**src/rtl/pipe_ctrl_pkg.sv**
```systemverilog
// Shared opcodes, ALU-op encodings and the control bundle that rides the pipeline.
// The multiply opcode is only decoded when CTRL_MUL_EN is defined.
package pipe_ctrl_pkg;

    localparam logic [5:0] OP_RTYPE = 6'b000001;
    localparam logic [5:0] OP_LW    = 6'b100011;
    localparam logic [5:0] OP_SW    = 6'b101011;
    localparam logic [5:0] OP_BEQ   = 6'b000100;
    localparam logic [5:0] OP_J     = 6'b001100;
    localparam logic [5:0] OP_MUL   = 6'b011100;

    localparam int ALU_OP_BITS = 2;
    localparam logic [ALU_OP_BITS-1:0] ALU_NONE   = 2'b00;
    localparam logic [ALU_OP_BITS-1:0] ALU_BRANCH = 2'b01;
    localparam logic [ALU_OP_BITS-1:0] ALU_RTYPE  = 2'b10;
    localparam logic [ALU_OP_BITS-1:0] ALU_MEM    = 2'b11;

    typedef struct packed {
        logic                   reg_dst;
        logic                   reg_write;
        logic                   mem_to_reg;
        logic [ALU_OP_BITS-1:0] alu_op;
        logic                   alu_src;
        logic                   mem_read;
        logic                   mem_write;
        logic                   branch;
        logic                   jump;
        logic                   mul;
    } ctrl_bundle_t;

    localparam ctrl_bundle_t CTRL_BUBBLE = '0;

endpackage

```
**src/rtl/pipe_ctrl_unit_decode.sv**
```systemverilog
// ID-stage opcode decoder: purely combinational opcode -> control bundle.
// Opcode 011100 decodes as MUL only when CTRL_MUL_EN is defined.
module ctrl_decode
    import pipe_ctrl_pkg::*;
#(
    parameter int OPCODE_W = 6
) (
    input  logic [OPCODE_W-1:0] opcode,
    output ctrl_bundle_t        ctrl
);

    always_comb begin
        ctrl = CTRL_BUBBLE;
        case (opcode)
            OPCODE_W'(OP_RTYPE): begin
                ctrl.reg_dst    = 1'b1;
                ctrl.reg_write  = 1'b1;
                ctrl.mem_to_reg = 1'b1;
                ctrl.alu_op     = ALU_RTYPE;
            end
            OPCODE_W'(OP_LW): begin
                ctrl.reg_write = 1'b1;
                ctrl.alu_src   = 1'b1;
                ctrl.mem_read  = 1'b1;
                ctrl.alu_op    = ALU_MEM;
            end
            OPCODE_W'(OP_SW): begin
                ctrl.alu_src   = 1'b1;
                ctrl.mem_write = 1'b1;
                ctrl.alu_op    = ALU_MEM;
            end
            OPCODE_W'(OP_BEQ): begin
                ctrl.branch = 1'b1;
                ctrl.alu_op = ALU_BRANCH;
            end
            OPCODE_W'(OP_J): begin
                ctrl.jump = 1'b1;
            end
`ifdef CTRL_MUL_EN
            OPCODE_W'(OP_MUL): begin
                ctrl.reg_dst    = 1'b1;
                ctrl.reg_write  = 1'b1;
                ctrl.mem_to_reg = 1'b1;
                ctrl.alu_op     = ALU_RTYPE;
                ctrl.mul        = 1'b1;
            end
`endif
            default: ;
        endcase
    end

endmodule

```
**src/rtl/pipe_ctrl_unit.sv**
```systemverilog
// Pipelined control for the 5-stage MIPS core: decode, ID/EX/MEM/WB control registers,
// load-use stall, branch/jump flush. CTRL_MUL_EN adds the multi-cycle multiply sequencer.
module pipe_ctrl_unit
    import pipe_ctrl_pkg::*;
#(
    parameter int OPCODE_W = 6,
    parameter int REG_W    = 5,
    parameter int ALU_OP_W = 2,
    parameter int MUL_LAT  = 4
) (
    input  logic                clk,
    input  logic                rst,
    input  logic [OPCODE_W-1:0] id_opcode,
    input  logic [REG_W-1:0]    id_rs,
    input  logic [REG_W-1:0]    id_rt,
    input  logic [REG_W-1:0]    id_rd,
    input  logic                branch_taken,
    output logic                stall,
    output logic                flush_ifid,
    output logic                pc_src,
    output logic                jump,
    output logic                ex_alu_src,
    output logic                ex_reg_dst,
    output logic                ex_branch,
    output logic [ALU_OP_W-1:0] ex_alu_op,
    output logic                ex_mul,
    output logic                mem_read,
    output logic                mem_write,
    output logic                wb_reg_write,
    output logic                wb_mem_to_reg,
    output logic [REG_W-1:0]    wb_dst
);

    ctrl_bundle_t     id_ctrl, idex_ctrl, idex_d, exmem_ctrl, exmem_d, memwb_ctrl;
    logic [REG_W-1:0] id_dst, idex_dst, idex_dst_d, exmem_dst, exmem_dst_d, memwb_dst;
    logic             br_take, load_use, mul_busy;

    ctrl_decode #(.OPCODE_W(OPCODE_W)) u_decode (
        .opcode (id_opcode),
        .ctrl   (id_ctrl)
    );

    // Instructions that never write back carry dst 0 so hazard checks ignore them.
    assign id_dst = id_ctrl.reg_write ? (id_ctrl.reg_dst ? id_rd : id_rt) : '0;

    assign br_take  = idex_ctrl.branch & branch_taken;
    assign load_use = idex_ctrl.mem_read && (idex_dst != '0) &&
                      ((idex_dst == id_rs) || (idex_dst == id_rt));

    assign pc_src     = br_take;
    assign stall      = !br_take && (mul_busy || load_use);
    assign jump       = !br_take && !mul_busy && !load_use && id_ctrl.jump;
    assign flush_ifid = br_take | jump;

    always_comb begin
        idex_d      = id_ctrl;
        idex_dst_d  = id_dst;
        exmem_d     = idex_ctrl;
        exmem_dst_d = idex_dst;
        if (br_take) begin
            idex_d     = CTRL_BUBBLE;
            idex_dst_d = '0;
        end else if (mul_busy) begin
            idex_d     = idex_ctrl;
            idex_dst_d = idex_dst;
        end else if (load_use || id_ctrl.jump) begin
            idex_d     = CTRL_BUBBLE;
            idex_dst_d = '0;
        end
        if (mul_busy) begin
            exmem_d     = CTRL_BUBBLE;
            exmem_dst_d = '0;
        end
    end

    always_ff @(posedge clk) begin
        if (rst) begin
            idex_ctrl  <= CTRL_BUBBLE;
            exmem_ctrl <= CTRL_BUBBLE;
            memwb_ctrl <= CTRL_BUBBLE;
            idex_dst   <= '0;
            exmem_dst  <= '0;
            memwb_dst  <= '0;
        end else begin
            idex_ctrl  <= idex_d;
            exmem_ctrl <= exmem_d;
            memwb_ctrl <= exmem_ctrl;
            idex_dst   <= idex_dst_d;
            exmem_dst  <= exmem_dst_d;
            memwb_dst  <= exmem_dst;
        end
    end

`ifdef CTRL_MUL_EN
    localparam int CNT_W = $clog2(MUL_LAT);

    typedef enum logic {MUL_IDLE, MUL_BUSY} mul_state_t;

    mul_state_t       mul_state;
    logic [CNT_W-1:0] mul_cnt;

    // BUSY covers the first MUL_LAT-1 EX cycles; the last EX cycle runs unstalled
    // so the MUL drains to MEM on the edge after the count reaches 0.
    always_ff @(posedge clk) begin
        if (rst) begin
            mul_state <= MUL_IDLE;
            mul_cnt   <= '0;
        end else begin
            case (mul_state)
                MUL_IDLE: begin
                    if (idex_d.mul) begin
                        mul_state <= MUL_BUSY;
                        mul_cnt   <= CNT_W'(MUL_LAT - 1);
                    end
                end
                MUL_BUSY: begin
                    mul_cnt <= mul_cnt - 1'b1;
                    if (mul_cnt == CNT_W'(1)) mul_state <= MUL_IDLE;
                end
                default: mul_state <= MUL_IDLE;
            endcase
        end
    end

    assign mul_busy = (mul_state == MUL_BUSY);
    assign ex_mul   = idex_ctrl.mul;
`else
    assign mul_busy = 1'b0;
    assign ex_mul   = 1'b0;

    logic unused_mul;
    assign unused_mul = ^{idex_ctrl.mul, 32'(MUL_LAT)};
`endif

    assign ex_alu_src    = idex_ctrl.alu_src;
    assign ex_reg_dst    = idex_ctrl.reg_dst;
    assign ex_branch     = idex_ctrl.branch;
    assign ex_alu_op     = ALU_OP_W'(idex_ctrl.alu_op);
    assign mem_read      = exmem_ctrl.mem_read;
    assign mem_write     = exmem_ctrl.mem_write;
    assign wb_reg_write  = memwb_ctrl.reg_write;
    assign wb_mem_to_reg = memwb_ctrl.mem_to_reg;
    assign wb_dst        = memwb_dst;

    // Later stages only consume a subset of the bundle.
    logic unused_bits;
    assign unused_bits = ^{idex_ctrl.jump, idex_ctrl.reg_write, idex_ctrl.mem_to_reg,
                           idex_ctrl.mem_read, idex_ctrl.mem_write, exmem_ctrl, memwb_ctrl};

endmodule

```
**config.mk**
```make
export PLATFORM = sky130hd
export DESIGN_NAME = pipe_ctrl_unit
export DESIGN_NICKNAME = d
export VERILOG_FILES = /design/src/rtl/pipe_ctrl_pkg.sv /design/src/rtl/pipe_ctrl_unit_decode.sv /design/src/rtl/pipe_ctrl_unit.sv
export SDC_FILE = /design/constraint.sdc
export NUM_CORES = 1
export LEC_CHECK = 0
export CAP_MARGIN = 10
export CORE_ASPECT_RATIO = 0.6
export CORE_UTILIZATION = 42
export DETAILED_ROUTE_END_ITERATION = 6
export GPL_TIMING_DRIVEN = 0
export PLACE_DENSITY = 0.78
export SYNTH_ARGS = -nofsm -noshare
export SYNTH_HDL_FRONTEND = slang
export SYNTH_SLANG_ARGS = --single-unit
```
**constraint.sdc**
```tcl
create_clock -name clk -period 2 [get_ports clk]
set_input_delay 0.2 -clock clk [delete_from_list [all_inputs] [get_ports clk]]
set_output_delay 0.2 -clock clk [all_outputs]
set_load 0.02 [all_outputs]
```
==> metrics.md, run 1 <==
| Metric | Value |
|---|---|
| Status | `complete, no violations` |
| Number of remaining DRC errors | `0` |
| DR vias/cell | `about 5` |
| Total power | `1.15 mW` |
| Relative area change from synthesis to final layout | `57.7%` |
| Element type at the critical path end | `output pin` |
| Register share of total power | `around half` |
| Distinct cells, synth | `28` |
| Synth Area in Compound Gates | `approximately 5.9%` |
| Clock transition time at the flip-flop clock pins of the worst setup and hold paths | `0.07 ns` |
| Antenna cells | `0` |
| Worst-path maximum fanout | `5` |
| Synth Cell Area | `between 1000 and 1500 µm²` |
| Max IR drop VDD | `0.000394 V` |
| Count of nets after finishing | `~190` |
| CTS Buf Count | `5` |
| Ports | `between 40 and 50` |
| Dominant combinational cell family by area after synthesis | `simple AND/OR/NAND/NOR gates` |
| Number of synthesis warnings | `0` |
| Leakage power | `around 0.68 nW` |
| TritonCTS clock tree | `done` |
| Average size of a mapped cell | `10.1 µm²` |
| All-Layer GR Usage | `22.0%` |
| Register area share after synthesis | `between 50 and 60%` |
| Clock sink count | `29` |
| Time the worst path needs with I/O delays and setup | `2.00 ns` |
| Die height | `approximately 42 µm` |
| Initial antenna violation count | `0` |
| Ratio of cells with drive above 1 in the final layout | `22.3%` |
| DRT antenna net count | `0` |
| Number of global-route vias before repair | `around 950` |
| Clock latency on the worst-skew pair | `about 0.28 ns` |
| # hold bufs at CTS | `0` |
| Number of hold violations in the final report | `0` |
| Effective utilization at floorplan | `between 40% and 50%` |
| Worst Hold Class | `primary input to flip-flop` |
| Maximum level of the CTS H-tree | `2` |
| Overflow after GRT | `0` |
| Cell row count | `13` |
| Number of register bits inferred by synthesis | `29` |
| Number of fillers in the final layout | `156` |
| Number of failing setup endpoints in the final timing report | `0` |
| Clock group share of total power | `40.4%` |
| First-pass GRT wire length | `4.35 mm` |
| Cell internal power dissipation | `around 900 µW` |
| CP required | `approximately 1.8 ns` |
| Detailed Place HPWL | `around 1.8 mm` |
| Comb pwr share | `just over 9%` |
| Crit path kind | `flip-flop to output pin` |
| Switching share of total power | `a little under a quarter` |
| DR pass1 iterations | `4` |
| DRT Wirelength | `approximately 2.7 mm` |
| Die extent in x | `~68 µm` |
| Via count | `between 900 and 1000` |
| Fin Clk Skew | `roughly 0.0080 ns` |
| Buffer type at the clock tree root | `clkbuf_8` |
| Core Region | `2310 µm²` |
| Final weighted congestion in routability-driven placement | `around 0.77` |
| RSZ-0062 raised after global routing | `yes` |
| Pwr dens | `about 660 nW/µm²` |
| Final Slew Violations | `0` |
| Post-synthesis net count | `approximately 130` |
| DRT iter0 DRCs | `39` |
| WL/cell | `about 14 µm` |
| Final core utilization | `75.0%` |
| Synth Area in Adders | `0%` |
| Count of input and output buffers | `41` |
| Setup TNS Final | `0 ns` |
| Post-synthesis mux area share | `0%` |
| Largest net degree at the start of global routing | `11` |
| Total net switching power | `roughly 270 µW` |
| Area occupied by registers | `slightly below 600 µm²` |
| Signal arrival time at the worst endpoint | `1.80 ns` |
| Max-cap check violation count | `0` |
| Simple-gate portion of the synthesized area | `around 29%` |
| Area of combinational cells with multiple inputs | `503 µm²` |
| Die outline area | `roughly 2800 µm²` |
| Final critical-path share of the clock period | `~100%` |
| Startpoint type of the worst setup path | `flip-flop` |
| Largest buffer count on any clock path | `2` |
| Cell count after synthesis | `roughly 110` |
| Timing-limited maximum frequency | `approximately 500 MHz` |
| Xor/xnor share of the synthesized area | `7.97%` |
## layer usage
| layer | global-route usage (%) | up-vias | share of wire, % |
|---|---|---|---|
| li1 | - | 473 | - |
| met1 | 26.1 | 437 | 42 |
| met2 | 32.5 | 47 | 47 |
| met3 | 9.62 | 13 | 7.6 |
| met4 | 12.5 | 0 | 3.5 |
| met5 | 0 | - | 0 |
## kinds of logic after synthesis
kind of cell	count (synthesis)
xor gates and xnor gates	10
and+or+nand+nor	53
other	1
buffers and inverters	7
AOI/OAI and AO/OA	9
DFF	29
## critical path: stages (launching register included)
cell	delay, ns
dfxtp_4	0.35
or4_4	0.54
o21ai_4	0.16
a21oi_4	0.06
buf_6	0.14
o21ai_4	0.13
buf_6	0.14
## power groups by stage
stage	Combinational (mW)	Sequential [mW]	Clock, mW
global placement	0.0953	0.595	0
CTS	0.102	0.580	0.469
detailed placement	0.0991	0.595	0
floorplan	0.0336	0.596	0
global route	0.110	0.580	0.507
finish	0.104	0.580	0.463
## placed cells by master (no fill, tap or decap), drive strengths merged, types with 4 or more instances in the layout
master	instances
nand2	4
clkbuf	6
xnor2	4
a22oi	5
nor2b	16
xor2	6
dfxtp	29
nor3	13
nor2	7
buf	15
clkdlybuf4s50	35
## layout make-up
type                       count  share of cell area (%)
timing repair buffer          49                    27.2
multi-input combinational     73                    29.0
clock buffer                   5                    3.97
inverter                       2                   0.433
buffer                         5                    2.17
sequential                    29                    34.0
clock inverter                 3                    1.01
tap                           30                    2.17
## what timing repair did
item / in CTS / in global routing
pin swaps: 9 / 5
endpoints found under the setup margin: 3 / 3
gates resized for setup: 30 / 3
buffers inserted: 8 / 0
## final timing paths
kind | endpoint | cells past startpoint | start | slack [ns]
min reg2reg | wb_reg_write | 1 | exmem_ctrl[9] | 0.43
max reg2reg | exmem_dst_d[0] | 6 | exmem_dst_d[2] | 0.33
max | flush_ifid | 6 | exmem_dst_d[2] | 0.002
min | ex_alu_op[0] | 4 | id_opcode[4] | 0.35
## synth_stat cells, drive strengths merged
cell type,number,area share [%]
nor2b,16,9.1
nand2,4,2.0
buf,4,3.1
xor2,6,4.8
inv,2,0.68
clkbuf,1,0.34
a21oi,1,0.80
nor2,7,2.4
nand3,2,0.91
or4,1,0.68
xnor2,4,3.2
nand2b,2,1.1
dfxtp,29,53
nor4,3,1.7
nor3,13,6.8
or2,1,0.80
a22oi,5,3.4
and2,1,0.57
or3b,1,1.0
o21ai,3,1.7
or3,2,1.6
conb,1,0.34
## metrics by stage
| step | cell area [µm²] | setup WS, ns | hold WS, ns | std cells |
|---|---|---|---|---|
| after floorplan | 1100 | 0.269 | 0.272 | 109 |
| after global placement | 1550 | -0.608 | 0.418 | 180 |
| after detailed placement | 1550 | -0.698 | 0.424 | 180 |
| after CTS | 1720 | -0.00858 | 0.354 | 196 |
| after global routing | 1730 | -0.110 | 0.383 | 196 |
| final | 1730 | 0.00178 | 0.351 | 196 |
Power figures use the tool's default switching activity.
==> inputs of run 2 (changes only) <==
--- a/config.mk
+++ b/config.mk
@@ -8,6 +8,7 @@
 export CAP_MARGIN = 10
 export CORE_ASPECT_RATIO = 0.6
 export CORE_UTILIZATION = 42
+export CTS_BUF_LIST = sky130_fd_sc_hd__clkbuf_16
 export DETAILED_ROUTE_END_ITERATION = 6
 export GPL_TIMING_DRIVEN = 0
 export PLACE_DENSITY = 0.78
==> metrics.md, run 2 (synthesis results as in run 1) <==
| Metric | Value |
|---|---|
| Antenna cells | `0 (unchanged)` |
| Leakage power | `0.698 nW (was 0.678 nW)` |
| Overflow after GRT | `0 (unchanged)` |
| RSZ-0062 raised after global routing | `yes (unchanged)` |
| DR pass1 iterations | `4 (unchanged)` |
| Cell type group with the largest total delay on the critical path | `simple AND/OR/NAND/NOR gates (unchanged)` |
| Delay of the slowest critical-path stage | `0.55 ns (was 0.54 ns)` |
| Worst-Margin Slew | `0.509 ns` |
| Number of remaining DRC errors | `0 (unchanged)` |
| Largest buffer count on any clock path | `2 (unchanged)` |
| Max-cap check violation count | `0 (unchanged)` |
| Relative area change from synthesis to final layout | `63.1% (was 57.7%)` |
| Cell depth of the worst flop-to-flop path | `6 (unchanged)` |
| Via count | `971 (was 970)` |
| Post-placement cell count | `180 (unchanged)` |
| Total power | `1.40 mW (was 1.15 mW)` |
| Timing-limited maximum frequency | `495 MHz (was 500 MHz)` |
| CP required | `1.80 ns (about the same)` |
| Clock sink count | `29 (unchanged)` |
| Maximum level of the CTS H-tree | `2 (unchanged)` |
| Die outline area | `2830 µm² (unchanged)` |
| Most common library cell in the layout ignoring fill and taps | `clkdlybuf4s50_1 (unchanged)` |
| DP Worst Slack | `-0.698 ns (unchanged)` |
| Max IR drop VDD | `0.000496 V (was 0.000394 V)` |
| Worst slack on hold paths | `0.367 ns (was 0.351 ns)` |
| Initial antenna violation count | `0 (unchanged)` |
| Ratio of cells with drive above 1 in the final layout | `21.8% (was 22.3%)` |
| Final Slew Violations | `0 (unchanged)` |
| Worst slew margin relative to its limit | `between 60% and 70%` |
| Most used cells in the layout excluding fill and tap cells | `clkdlybuf4s50_1 (35), dfxtp_1 (26), nor2b_1 (16) (unchanged)` |
| First-pass GRT wire length | `4.42 mm (was 4.35 mm)` |
| Startpoint type of the worst setup path | `flip-flop (unchanged)` |
| Time the worst path needs with I/O delays and setup | `2.02 ns (was 2.00 ns)` |
| Ports | `43 (unchanged)` |
| DRT iter0 DRCs | `51 (was 39)` |
| Signal arrival time at the worst endpoint | `1.82 ns (was 1.80 ns)` |
| Global route hottest layer | `met2 (unchanged)` |
| Fraction of met1 tracks used by global routing | `26.0% (was 26.1%)` |
| Setup slack of the critical path after layout | `-0.0216 ns (was 0.00178 ns)` |
| Crit path kind | `flip-flop to output pin (unchanged)` |
| CTS Buf Count | `5 (unchanged)` |
| WL/cell | `14.6 µm (was 13.8 µm)` |
| Status | `finished with violations (was complete, no violations)` |
| Pwr dens | `781 nW/µm² (was 662 nW/µm²)` |
| Instance area after placement | `1550 µm² (unchanged)` |
| Final core utilization | `77.6% (was 75.0%)` |
| Instance count on the critical path | `6 (unchanged)` |
| Final critical-path share of the clock period | `101% (was 99.9%)` |
| Setup TNS Final | `-0.0309 ns (was 0 ns)` |
| Number of hold violations in the final report | `0 (unchanged)` |
| Number of failing setup endpoints in the final timing report | `2 (was 0)` |
| Final cell count without fillers | `195 (was 196)` |
| Count of input and output buffers | `41 (unchanged)` |
| Global-route track usage on met3 | `10.4% (was 9.62%)` |
| M2 GR Usage | `34.7% (was 32.5%)` |
| TritonCTS clock tree | `done (unchanged)` |
| Count of nets after finishing | `188 (was 189)` |
| Non-Filler Cell Area, Final | `1790 µm² (was 1730 µm²)` |
| Violated checks | `setup timing` |
| Worst Hold Class | `primary input to flip-flop (unchanged)` |
| Largest net degree at the start of global routing | `11 (unchanged)` |
| Detailed Place HPWL | `1.77 mm (unchanged)` |
| Cell row count | `13 (unchanged)` |
| Die height | `41.6 µm (unchanged)` |
| Clock transition time at the flip-flop clock pins of the worst setup and hold paths | `0.05 ns (was 0.07 ns)` |
| DR vias/cell | `4.98 (was 4.95)` |
| Core Region | `2310 µm² (unchanged)` |
| All-Layer GR Usage | `22.9% (was 22.0%)` |
| Die extent in x | `68.0 µm (unchanged)` |
| Ordered list of cells on the worst path | `or4_4 > o21ai_4 > a21oi_4 > buf_6 > o21ai_4 > buf_6 (unchanged)` |
| Critical Path Slowest Stage Cell | `or4_4 (unchanged)` |
| Buffer type at the clock tree root | `clkbuf_16 (was clkbuf_8)` |
| Element type at the critical path end | `output pin (unchanged)` |
| DRT antenna net count | `0 (unchanged)` |
| DRT Wirelength | `2.86 mm (was 2.71 mm)` |
| Worst path buffer plus inverter count | `2 (unchanged)` |
| Effective utilization at floorplan | `47.6% (unchanged)` |
| Clock latency on the worst-skew pair | `0.28 ns (about the same)` |
| Worst-path maximum fanout | `5 (unchanged)` |
| Number of global-route vias before repair | `954 (was 945)` |
| Hold Path Depth | `4 (unchanged)` |
| Final weighted congestion in routability-driven placement | `0.773 (unchanged)` |
| Fin Clk Skew | `0.00716 ns (was 0.00800 ns)` |
==> run 2: routing by layer <==
metal	vias up	share of wire, %
met4	0	3.6
met5	-	0
met1	441	43
li1	472	-
met3	12	6.7
met2	46	47
==> run 2: worst paths after layout <==
| path | startpoint | to | slack (ns) |
|---|---|---|---|
| max | exmem_dst_d[2] | flush_ifid | -0.02 |
| min | id_opcode[4] | ex_alu_op[0] | 0.37 |
| max reg2reg | exmem_dst_d[2] | exmem_dst_d[2] | 0.24 |
| min reg2reg | exmem_ctrl[9] | wb_reg_write | 0.43 |
==> run 2: timing repair <==
action | 4_1_cts | 5_1_grt
hold buffers | 0 | 0
resized for setup | 31 | 5
setup buffers | 8 | 0
endpoints found under the setup margin | 3 | 3
pin swaps | 9 | 6
==> run 2: power by group <==
part | switching, mW | leakage [nW] | total (mW) | internal, mW
Sequential | 0.00168 | 0.236 | 0.581 | 0.579
Combinational | 0.0430 | 0.393 | 0.103 | 0.0605
Clock | 0.261 | 0.0696 | 0.716 | 0.454
Total | 0.306 | 0.698 | 1.40 | 1.09
==> run 2: area by class of cell <==
class                      instances  area (µm²)
sequential                        29         589
clock inverter                     3        17.5
timing repair buffer              49         479
fill                             134         518
buffer                             4        26.3
tap                               30        37.5
inverter                           2        7.51
clock buffer                       5         125
multi-input combinational         73         509
==> run 2: worst min-delay path, cell delays in order <==
cell             delay, ns
clkdlybuf4s15_2       0.19
nor3_1                0.06
nor2_1                0.10
nor3_1                0.05
==> inputs of run 3 (changes only) <==
--- a/config.mk
+++ b/config.mk
@@ -7,11 +7,10 @@
 export LEC_CHECK = 0
 export CAP_MARGIN = 10
 export CORE_ASPECT_RATIO = 0.6
-export CORE_UTILIZATION = 42
+export CORE_UTILIZATION = 30
 export CTS_BUF_LIST = sky130_fd_sc_hd__clkbuf_16
 export DETAILED_ROUTE_END_ITERATION = 6
 export GPL_TIMING_DRIVEN = 0
-export PLACE_DENSITY = 0.78
 export SYNTH_ARGS = -nofsm -noshare
 export SYNTH_HDL_FRONTEND = slang
 export SYNTH_SLANG_ARGS = --single-unit
==> metrics.md, run 3 (synthesis results as in run 1) <==
| Metric | Value |
|---|---|
| DR vias/cell | `4.31 (was 4.98)` |
| Worst hold endpoint | `ex_alu_op[0] (unchanged)` |
| Pwr dens | `831 nW/µm² (was 781 nW/µm²)` |
| Element type at the critical path end | `output pin (unchanged)` |
| Core Region | `3380 µm² (was 2310 µm²)` |
| Status | `complete, no violations (was finished with violations)` |
| Effective utilization at floorplan | `32.5% (was 47.6%)` |
| Relative area change from synthesis to final layout | `63.7% (was 63.1%)` |
| Setup slack of the critical path after layout | `0.0174 ns (was -0.0216 ns)` |
| Worst-path maximum fanout | `5 (unchanged)` |
| Worst slack on hold paths | `0.411 ns (was 0.367 ns)` |
| Max IR drop VDD | `0.000447 V (was 0.000496 V)` |
| Final weighted congestion in routability-driven placement | `0.786 (was 0.773)` |
| Maximum level of the CTS H-tree | `2 (unchanged)` |
| Startpoint type of the worst setup path | `flip-flop (unchanged)` |
| Post-placement cell count | `195 (was 180)` |
| Crit path kind | `flip-flop to output pin (unchanged)` |
| Largest net degree at the start of global routing | `11 (unchanged)` |
| Cell row count | `16 (was 13)` |
| Final Slew Violations | `0 (unchanged)` |
| Hold Path Depth | `4 (unchanged)` |
| All-Layer GR Usage | `14.6% (was 22.9%)` |
| Register-to-register setup slack | `0.31 ns (was 0.24 ns)` |
| Detailed Place HPWL | `1.73 mm (was 1.77 mm)` |
| DR pass1 iterations | `4 (unchanged)` |
| Reg2Reg Capture Point | `ex_alu_op[0] (was exmem_dst_d[2])` |
| Worst slew margin relative to its limit | `63.8% (was 65.9%)` |
| CP required | `1.80 ns (about the same)` |
| Final core utilization | `53.1% (was 77.6%)` |
| Worst hold path startpoint | `id_opcode[4] (unchanged)` |
| Number of hold violations in the final report | `0 (unchanged)` |
| Count of nets after finishing | `186 (was 188)` |
| Final critical-path share of the clock period | `99.1% (was 101%)` |
| WL/cell | `11.8 µm (was 14.6 µm)` |
| Antenna cells | `0 (unchanged)` |
| Clock latency on the worst-skew pair | `0.27 ns (was 0.28 ns)` |
| TritonCTS clock tree | `done (unchanged)` |
| Number of remaining DRC errors | `0 (unchanged)` |
| Ports | `43 (unchanged)` |
| Die extent in x | `80.1 µm (was 68.0 µm)` |
| Via count | `897 (was 971)` |
| Startpoint of the worst-slack reg-to-reg timing path | `exmem_dst_d[3] (was exmem_dst_d[2])` |
| CTS Buf Count | `5 (unchanged)` |
| Die outline area | `3920 µm² (was 2830 µm²)` |
| Clock transition time at the flip-flop clock pins of the worst setup and hold paths | `0.05 ns (about the same)` |
| DRT iter0 DRCs | `34 (was 51)` |
| Largest buffer count on any clock path | `2 (unchanged)` |
| Number of failing setup endpoints in the final timing report | `0 (was 2)` |
| Most used cells in the layout excluding fill and tap cells | `clkdlybuf4s50_1 (35), dfxtp_1 (26), nor2b_1 (16) (unchanged)` |
| DRT Wirelength | `2.46 mm (was 2.86 mm)` |
| Non-Filler Cell Area, Final | `1800 µm² (was 1790 µm²)` |
| Die height | `48.9 µm (was 41.6 µm)` |
| RSZ-0062 raised after global routing | `yes (unchanged)` |
| First-pass GRT wire length | `4.20 mm (was 4.42 mm)` |
| Time the worst path needs with I/O delays and setup | `1.98 ns (was 2.02 ns)` |
| Timing-limited maximum frequency | `504 MHz (was 495 MHz)` |
| Leakage power | `0.698 nW (about the same)` |
| Cell depth of the worst flop-to-flop path | `6 (unchanged)` |
| DP Worst Slack | `-0.650 ns (was -0.698 ns)` |
| Max-cap check violation count | `0 (unchanged)` |
| Worst Hold Class | `primary input to flip-flop (unchanged)` |
| Buffer type at the clock tree root | `clkbuf_16 (unchanged)` |
| # hold bufs at CTS | `0 (unchanged)` |
| Final cell count without fillers | `208 (was 195)` |
| Overflow after GRT | `0 (unchanged)` |
| Worst-Margin Slew | `0.540 ns (was 0.509 ns)` |
| Instance area after placement | `1570 µm² (was 1550 µm²)` |
| Clock sink count | `29 (unchanged)` |
| Initial antenna violation count | `0 (unchanged)` |
| DRT antenna net count | `0 (unchanged)` |
| Most common library cell in the layout ignoring fill and taps | `clkdlybuf4s50_1 (unchanged)` |
| Number of global-route vias before repair | `902 (was 954)` |
| Count of input and output buffers | `41 (unchanged)` |
| Ratio of cells with drive above 1 in the final layout | `20.9% (was 21.8%)` |
| Fin Clk Skew | `0.00240 ns (was 0.00716 ns)` |
| Signal arrival time at the worst endpoint | `1.78 ns (was 1.82 ns)` |
[run 3: cell types whose count changed in the layout (fill, tap and decap cells not counted), sizes merged]
cell | before | now
buf | 14 | 12
inv | 2 | 3
clkinv | 2 | 1
bufinv | 0 | 1
clkinvlp | 1 | 0
[run 3: worst max-delay path, cell delays in order, from the launching register on]
cell and delay [ns]:
dfxtp_2 0.34, or4_4 0.55, o21ai_4 0.17, a21oi_4 0.06, buf_4 0.15, o21ai_2 0.12, buf_6 0.13
[run 3: cell type report]
cell class,instances,area [µm²]
Buffer,5,37.5
Clock buffer,5,125
Clock inverter,3,37.5
Fill cell,296,1590
Inverter,2,7.51
Multi-Input combinational cell,73,505
Sequential cell,29,587
Tap cell,45,56.3
Timing Repair Buffer,46,442
[run 3: worst max-delay path by stage]
| stage | startpoint | to | slack [ns] | cells past startpoint |
|---|---|---|---|---|
| after floorplan | exmem_dst_d[1] | jump | 0.27 | 5 |
| after CTS | exmem_dst_d[2] | flush_ifid | 0.002 | 6 |
| after detailed placement | id_opcode[4] | jump | -0.65 | 6 |
| after global placement | id_opcode[4] | jump | -0.62 | 6 |
| after global routing | exmem_dst_d[3] | flush_ifid | -0.03 | 6 |
| final | exmem_dst_d[3] | flush_ifid | 0.02 | 6 |
[run 3: metal layers]
layer | global-route usage (%) | wire length (µm) | up-vias
met5 | 0 | 0 | -
met4 | 6.25 | 27 | 0
met3 | 6.73 | 135 | 5
met2 | 20.5 | 1090 | 31
met1 | 19.2 | 1210 | 394
li1 | - | - | 467
[run 3: power breakdown]
group / internal, mW / leakage, nW / switching (mW)
registers: 0.581 / 0.236 / 0.00181
clock network: 0.576 / 0.0826 / 0.234
logic: 0.0600 / 0.380 / 0.0407
total: 1.22 / 0.698 / 0.277
[run 3: through the flow]
step	total power [mW]	TNS, ns
5_1_grt	1.56	-0.0310
3_5_place_dp	0.693	-1.83
3_3_place_gp	0.692	-1.67
6_report	1.49	0
2_1_floorplan	0.630	0
4_1_cts	1.51	0
[run 3: repair_timing]
| item | CTS | global route |
|---|---|---|
| resized for setup | 27 | 4 |
| setup endpoints to repair | 3 | 3 |
| buffers inserted | 4 | 1 |
| gates cloned | 0 | 0 |
| pin swaps | 10 | 4 |
